<file path="config.mk">
export PLATFORM = sky130hd
export DESIGN_NAME = uart_rx
export DESIGN_NICKNAME = d
export VERILOG_FILES = /design/src/rtl/uart_rx.sv
export SDC_FILE = /design/constraint.sdc
export NUM_CORES = 1
export LEC_CHECK = 0
export ABC_AREA = 1
export BUFFER_PORTS_ARGS = -buffer_cell sky130_fd_sc_hd__buf_2
export CAP_MARGIN = 25
export CORE_UTILIZATION = 61
export DETAILED_ROUTE_END_ITERATION = 16
export HOLD_SLACK_MARGIN = 0.15
export PLACE_DENSITY = 0.8
export SKIP_CTS_REPAIR_TIMING = 1
export SLEW_MARGIN = 20
export SYNTH_ARGS = -nofsm -noshare
export SYNTH_HDL_FRONTEND = slang
export SYNTH_SLANG_ARGS = --single-unit
</file>
<file path="constraint.sdc">
create_clock -name clk -period 3.9 [get_ports clk]
set_input_delay 0.78 -clock clk [delete_from_list [all_inputs] [get_ports clk]]
set_output_delay 0.78 -clock clk [all_outputs]
set_load 0.02 [all_outputs]
</file>
<file path="src/rtl/uart_rx.sv">
// 8N1 UART receiver with a 2-flop input synchronizer and a valid/ready holding register.
// Define UART_RX_MAJORITY_EN to take every sample point as a 2-of-3 vote of recent rx_sync values.
module uart_rx #(
    parameter int unsigned CLK_FREQ  = 50_000_000,
    parameter int unsigned BAUD_RATE = 115_200
) (
    input  logic       clk,
    input  logic       rst_n,
    input  logic       rx,
    output logic [7:0] dout,
    output logic       dout_valid,
    input  logic       dout_ready,
    output logic       busy,
    output logic       frame_err,
    output logic       overrun
);

    localparam int unsigned CLKS_PER_BIT = CLK_FREQ / BAUD_RATE;
    localparam int unsigned HALF_BIT     = (CLKS_PER_BIT - 1) / 2;
    localparam int unsigned CntW         = (CLKS_PER_BIT > 1) ? $clog2(CLKS_PER_BIT) : 1;
    localparam logic [CntW-1:0] CntLast  = CntW'(CLKS_PER_BIT - 1);
    localparam logic [CntW-1:0] CntHalf  = CntW'(HALF_BIT);

    typedef enum logic [1:0] {StIdle, StStart, StData, StStop} state_e;

    state_e          state_q, state_d;
    logic [1:0]      sync_q;
    logic [CntW-1:0] cnt_q, cnt_d;
    logic [2:0]      idx_q, idx_d;
    logic [7:0]      shift_q, shift_d;
    logic [7:0]      dout_q, dout_d;
    logic            dout_valid_q, dout_valid_d;
    logic            frame_err_q, frame_err_d;
    logic            overrun_q, overrun_d;
    logic            rx_sync;
    logic            rx_bit;

    assign rx_sync = sync_q[1];

`ifdef UART_RX_MAJORITY_EN
    // Two previous rx_sync values; the vote includes the current one so latency is unchanged.
    logic [1:0] hist_q;

    always_ff @(posedge clk) begin
        if (!rst_n) hist_q <= 2'b11;
        else        hist_q <= {hist_q[0], rx_sync};
    end

    assign rx_bit = (rx_sync & hist_q[0]) | (rx_sync & hist_q[1]) | (hist_q[0] & hist_q[1]);
`else
    assign rx_bit = rx_sync;
`endif

    always_comb begin
        state_d      = state_q;
        cnt_d        = cnt_q;
        idx_d        = idx_q;
        shift_d      = shift_q;
        dout_d       = dout_q;
        dout_valid_d = dout_valid_q && !dout_ready;
        frame_err_d  = 1'b0;
        overrun_d    = 1'b0;
        unique case (state_q)
            StIdle: begin
                cnt_d = '0;
                idx_d = '0;
                if (!rx_sync) state_d = StStart;
            end
            StStart: begin
                if (cnt_q == CntHalf) begin
                    cnt_d   = '0;
                    state_d = rx_bit ? StIdle : StData;
                end else begin
                    cnt_d = cnt_q + 1'b1;
                end
            end
            StData: begin
                if (cnt_q == CntLast) begin
                    cnt_d          = '0;
                    shift_d[idx_q] = rx_bit;
                    idx_d          = idx_q + 3'd1;
                    if (idx_q == 3'd7) state_d = StStop;
                end else begin
                    cnt_d = cnt_q + 1'b1;
                end
            end
            StStop: begin
                if (cnt_q == CntLast) begin
                    // Return to idle at mid-stop so a back-to-back start edge is not missed.
                    cnt_d   = '0;
                    state_d = StIdle;
                    if (!rx_bit) begin
                        frame_err_d = 1'b1;
                    end else if (!dout_valid_q || dout_ready) begin
                        dout_d       = shift_q;
                        dout_valid_d = 1'b1;
                    end else begin
                        overrun_d = 1'b1;
                    end
                end else begin
                    cnt_d = cnt_q + 1'b1;
                end
            end
            default: state_d = StIdle;
        endcase
    end

    always_ff @(posedge clk) begin
        if (!rst_n) begin
            sync_q       <= 2'b11;
            state_q      <= StIdle;
            cnt_q        <= '0;
            idx_q        <= '0;
            shift_q      <= '0;
            dout_q       <= '0;
            dout_valid_q <= 1'b0;
            frame_err_q  <= 1'b0;
            overrun_q    <= 1'b0;
        end else begin
            sync_q       <= {sync_q[0], rx};
            state_q      <= state_d;
            cnt_q        <= cnt_d;
            idx_q        <= idx_d;
            shift_q      <= shift_d;
            dout_q       <= dout_d;
            dout_valid_q <= dout_valid_d;
            frame_err_q  <= frame_err_d;
            overrun_q    <= overrun_d;
        end
    end

    assign dout       = dout_q;
    assign dout_valid = dout_valid_q;
    assign frame_err  = frame_err_q;
    assign overrun    = overrun_q;
    assign busy       = (state_q != StIdle);

endmodule
</file>
-- Yosys cells after proc, flatten, opt, wreduce, memory -nomap -nowiden
Index checks and enable logic that the tools add are counted.
Widths: inputs -> output; s select.
- flip-flop bits (word level): 35
- input bits: 4
- add/sub/neg operators: 2
- magnitude comparators: 2
- eq/ne operators: 11
- mux-type cells: 21
- reduce and logical (&&, ||, !) cells: 15
- operators with widths (operator ; count):
    $pmux 9 s3 ; 1
    $mux 9 ; 2
    $mux 2 ; 6
    $ne 2x2->1 const B ; 5
    $add 9x1->9 const B ; 1
    $eq 9x8->1 const B ; 1
    $eq 9x9->1 const B ; 1
    $bwmux 8 ; 1
    $pmux 2 s4 ; 1
    $reduce_and 4->1 ; 2
    $mux 1 ; 7
    $pmux 3 s2 ; 1
    $reduce_and 5->1 ; 1
    $eq 2x2->1 const B ; 2
    $lt 3x4->1 const B ; 1
    $reduce_and 2->1 ; 2
    $reduce_bool 2->1 ; 2
    $add 3x1->3 const B ; 1
    $demux 1 s3 ; 1
    $eq 3x3->1 const B ; 1
    $ge 3x1->1 const B ; 1
    $mux 3 ; 1
    $reduce_and 3->1 ; 1
    $eq 2x1->1 const B ; 1
    5 further kinds ; 7

-- Depth between registers and ports, before layout
- word-level depth: 6
- mapped depth: 11
- mapped depth without buffers: 11

-- Worst setup path before layout
OpenSTA, ideal clock, no wires.
- kind: input-to-reg
- start point: input port dout_ready
- end point: register dout_q[0], in the netlist dout[0]
- setup time: 116 ps
- data arrival time: 1356 ps
- data required time: 3784 ps
- path slack: 2429 ps
- cell stages on the path: 4
- path through: nor2_1 nor2_8 o21ai_0 nor2_1
- cells in the longest elaborated chain, start to end: 2
- RTL lines (element ; line ; RTL):
    start: declaration ; 12 ; input logic dout_ready,
    $logic_or 1x1->1 ; 94 ; end else if (!dout_valid_q || dout_ready) begin
    $reduce_and 4->1 (no line) ; n/a ;
    end signal: assignment ; 125 ; dout_q <= dout_d;
    end: declaration ; 31 ; logic [7:0] dout_q, dout_d;
Every way passes these cells.
A chain may end at the register's enable or synchronous reset.

-- Worst setup path after layout
- start point: register state_q[0]
- end point: output port busy
- cells in the longest elaborated chain, start to end: 1
- RTL lines (element ; line ; RTL):
    start: declaration ; 26 ; state_e state_q, state_d;
    start signal: assignment ; 111 ; state_q <= StIdle;
    start signal: assignment ; 121 ; state_q <= state_d;
    $reduce_bool 2->1 ; 136 ; assign busy = (state_q != StIdle);
    end: declaration ; 13 ; output logic busy,
Every way passes these cells.

==> reports/metrics.yaml <==
worst_setup_path:
  worstPathRequired_ns: 3.12
  end_kind: "output pin"
  path_cells: "inv_1, nand2_1, buf_2"
  crit_arrival_ns: 1.17
  cp_max_fo: 6
  crit_path_top_delay_cell: "dfxtp_1"
  cpPeakStageDelay_ns: 0.45
  critPathKind: "reg -> out"
  crit_path_start_kind: "flop"
clock_network:
  clockRootBuffer: "clkbuf_4"
  h-tree-depth: 2
  cts_buffers: 5
  cts_tree: "built"
  cts_sinks: 35
  clock_latency_ns: 0.34
  cts.clk_slew.worst_paths_ns: 0.12
  clockBufferDepth: 2
sta:
  hold_viol_final: 0
  fmax_mhz: 512.4
  min_period_ns: 1.951
  skew_ns: 0.01060
  finalCritPeriodShare_pct: 50.04
  worstMarginPinSlew_ns: 0.3954
  max-slew-margin-rel_pct: 73.54
  slew_viol_final: 0
  final.setup.worst_slack_ns: 1.949
  setup_tns_ns: 0
  setup_viol: 0
  rsz0062_at_grt: "no"
  whs_ns: 0.4458
floorplanning:
  core_sq_mm: 0.002297
  initial_core_util_pct: 67.65
  die_area_sq_mm: 0.002754
  io_pins: 16
  die-width_um: 52.48
  row_count: 17
  die_height_um: 52.48
placement:
  placed_area_sq_mm: 0.001650
  placed_cells: 239
  place_hpwl_mm: 2.026
  place_congestion: 0.8153
  pre_cts_slack_ns: 2.205
  port_buffers: 15
cells_and_area:
  insertedDiodeCount: 0
  stdcell_area_sq_mm: 0.001708
  nets: 227
  syn_to_final_growth_pct: 9.904
  stdcell_count: 247
  layout-drive-gt1-share_pct: 22.83
logic_synthesis:
  syn-num-nets: 208
  ys_types: 24
  syn_area_sq_mm: 0.001554
  seq_area_frac_synth_pct: 45.09
  postSynthRegisterBits: 35
  netlist.area_leader.share_pct: 45.09
  syn_inst: 199
  yosys.area.top_type: "dfxtp_1"
  ys_warn_count: 0
  synth.avg_cell_area_sq_um: 7.809
  synth_area_leaders: "dfxtp_1, nor2_1, nand2_1"
route:
  viasPerCell: 5.085
  wl_per_cell_um: 11.12
  drt-initial-drc-count: 32
  drt-pass1-iter-count: 4
  routed_wirelength_mm: 2.747
  ant_nets: 0
  vias: 1256
  drc_errors: 0
global_route:
  grt_pass1_wl_mm: 4.533
  grt_overflow: 0
  grt_max_degree: 20
  antenna_found_initial: 0
  grt_pass1_vias: 1099
  grt_use_total_pct: 22.77
power:
  p_leak_nw: 0.7702
  ir_worst_vdd_uv: 336.0
  power_density_mw_per_mm2: 352.5
run_status:
  status: "complete, no violations"
run:
  cap_viol_max_count: 0
min_path:
  holdCritPathClass: "reg -> reg"
-- worst max-delay path: cells and delay by family, from the launching register on --
kind | cells | cell delay, ns
simple gates | 1 | 0.11
buf+inv | 2 | 0.29
flops | 1 | 0.45
-- layout by cell type, fill, tap and decap left out, drive strengths merged, types with 2 or more instances in the layout --
cell and instances:
clkbuf 5, ha 5, xor2 2, clkinvlp 2, xnor2 2, buf 15, dfxtp 35, nor3 3
inv 22, nand2 34, a21oi 15, or2 2, o21ai 19, nand3 5, nand4 3, nor2 47
-- sequential cells by signal, summed over array words and instances, names as in the netlist, named ones only --
signal      count
frame_err       1
cnt_q           9
dout            8
dout_valid      1
overrun         1
idx_q           3
shift_q         8
sync_q          2
state_q         1
-- per-layer routing --
metal	vias to the layer above	global-route usage, %	routed length, um
li1	674	-	-
met1	544	27.78	1377
met2	32	36.71	1199
met3	6	6.087	123
met4	0	10.96	47
met5	-	0	0
-- final timing paths --
| path | startpoint | endpoint | slack (ns) | cells past startpoint |
|---|---|---|---|---|
| max | state_q[0]$_SDFFE_PN0P_ | busy | 1.95 | 3 |
| min | sync_q[0]$_SDFF_PN1_ | sync_q[1]$_SDFF_PN1_ | 0.45 | 1 |
| max reg2reg | cnt_q[0]$_SDFF_PN0_ | dout[0]$_SDFFE_PN0P_ | 2.28 | 10 |
| min reg2reg | sync_q[0]$_SDFF_PN1_ | sync_q[1]$_SDFF_PN1_ | 0.45 | 1 |
-- layout make-up --
cell class	instances	area, sq um
clock buffer	5	37.54
timing repair buffer	15	75.07
tap	28	35.03
sequential	35	700.7
multi-input combinational	139	757.0
clock inverter	3	20.02
inverter	22	82.58
fill	199	589.3
-- logic make-up (layout without fill, tap and decap cells) --
| family | after synthesis | count (layout) | share of synthesized area, % |
|---|---|---|---|
| compound gates | 34 | 34 | 10.95 |
| simple gates | 96 | 96 | 31.48 |
| flops | 35 | 35 | 45.09 |
| xor+xnor | 4 | 4 | 2.255 |
| fa+ha+maj | 5 | 5 | 4.026 |
| buf+inv | 25 | 45 | 6.200 |
-- synthesized netlist by cell type, drive strengths merged --
cell type	count
a21oi	15
dfxtp	35
nand3	5
o21ai	19
ha	5
nor2	47
xor2	2
nor3	3
nor4	1
or2	2
xnor2	2
clkbuf	1
inv	22
buf	2
nand4	3
nor3b	1
nand2	34
-- power by group --
group | switching [mW] | internal [mW]
logic | 0.0256 | 0.0124
registers | 0.00601 | 0.362
clock network | 0.127 | 0.0688
-- per-stage QoR --
stage / util [%] / power (mW)
2_1_floorplan: - / 0.4043
3_3_place_gp: 71.84 / 0.4128
3_5_place_dp: 71.84 / 0.4141
4_1_cts: 74.35 / 0.6048
5_1_grt: 74.35 / 0.6256
6_report: 74.35 / 0.6020
Power figures use the tool's default switching activity.
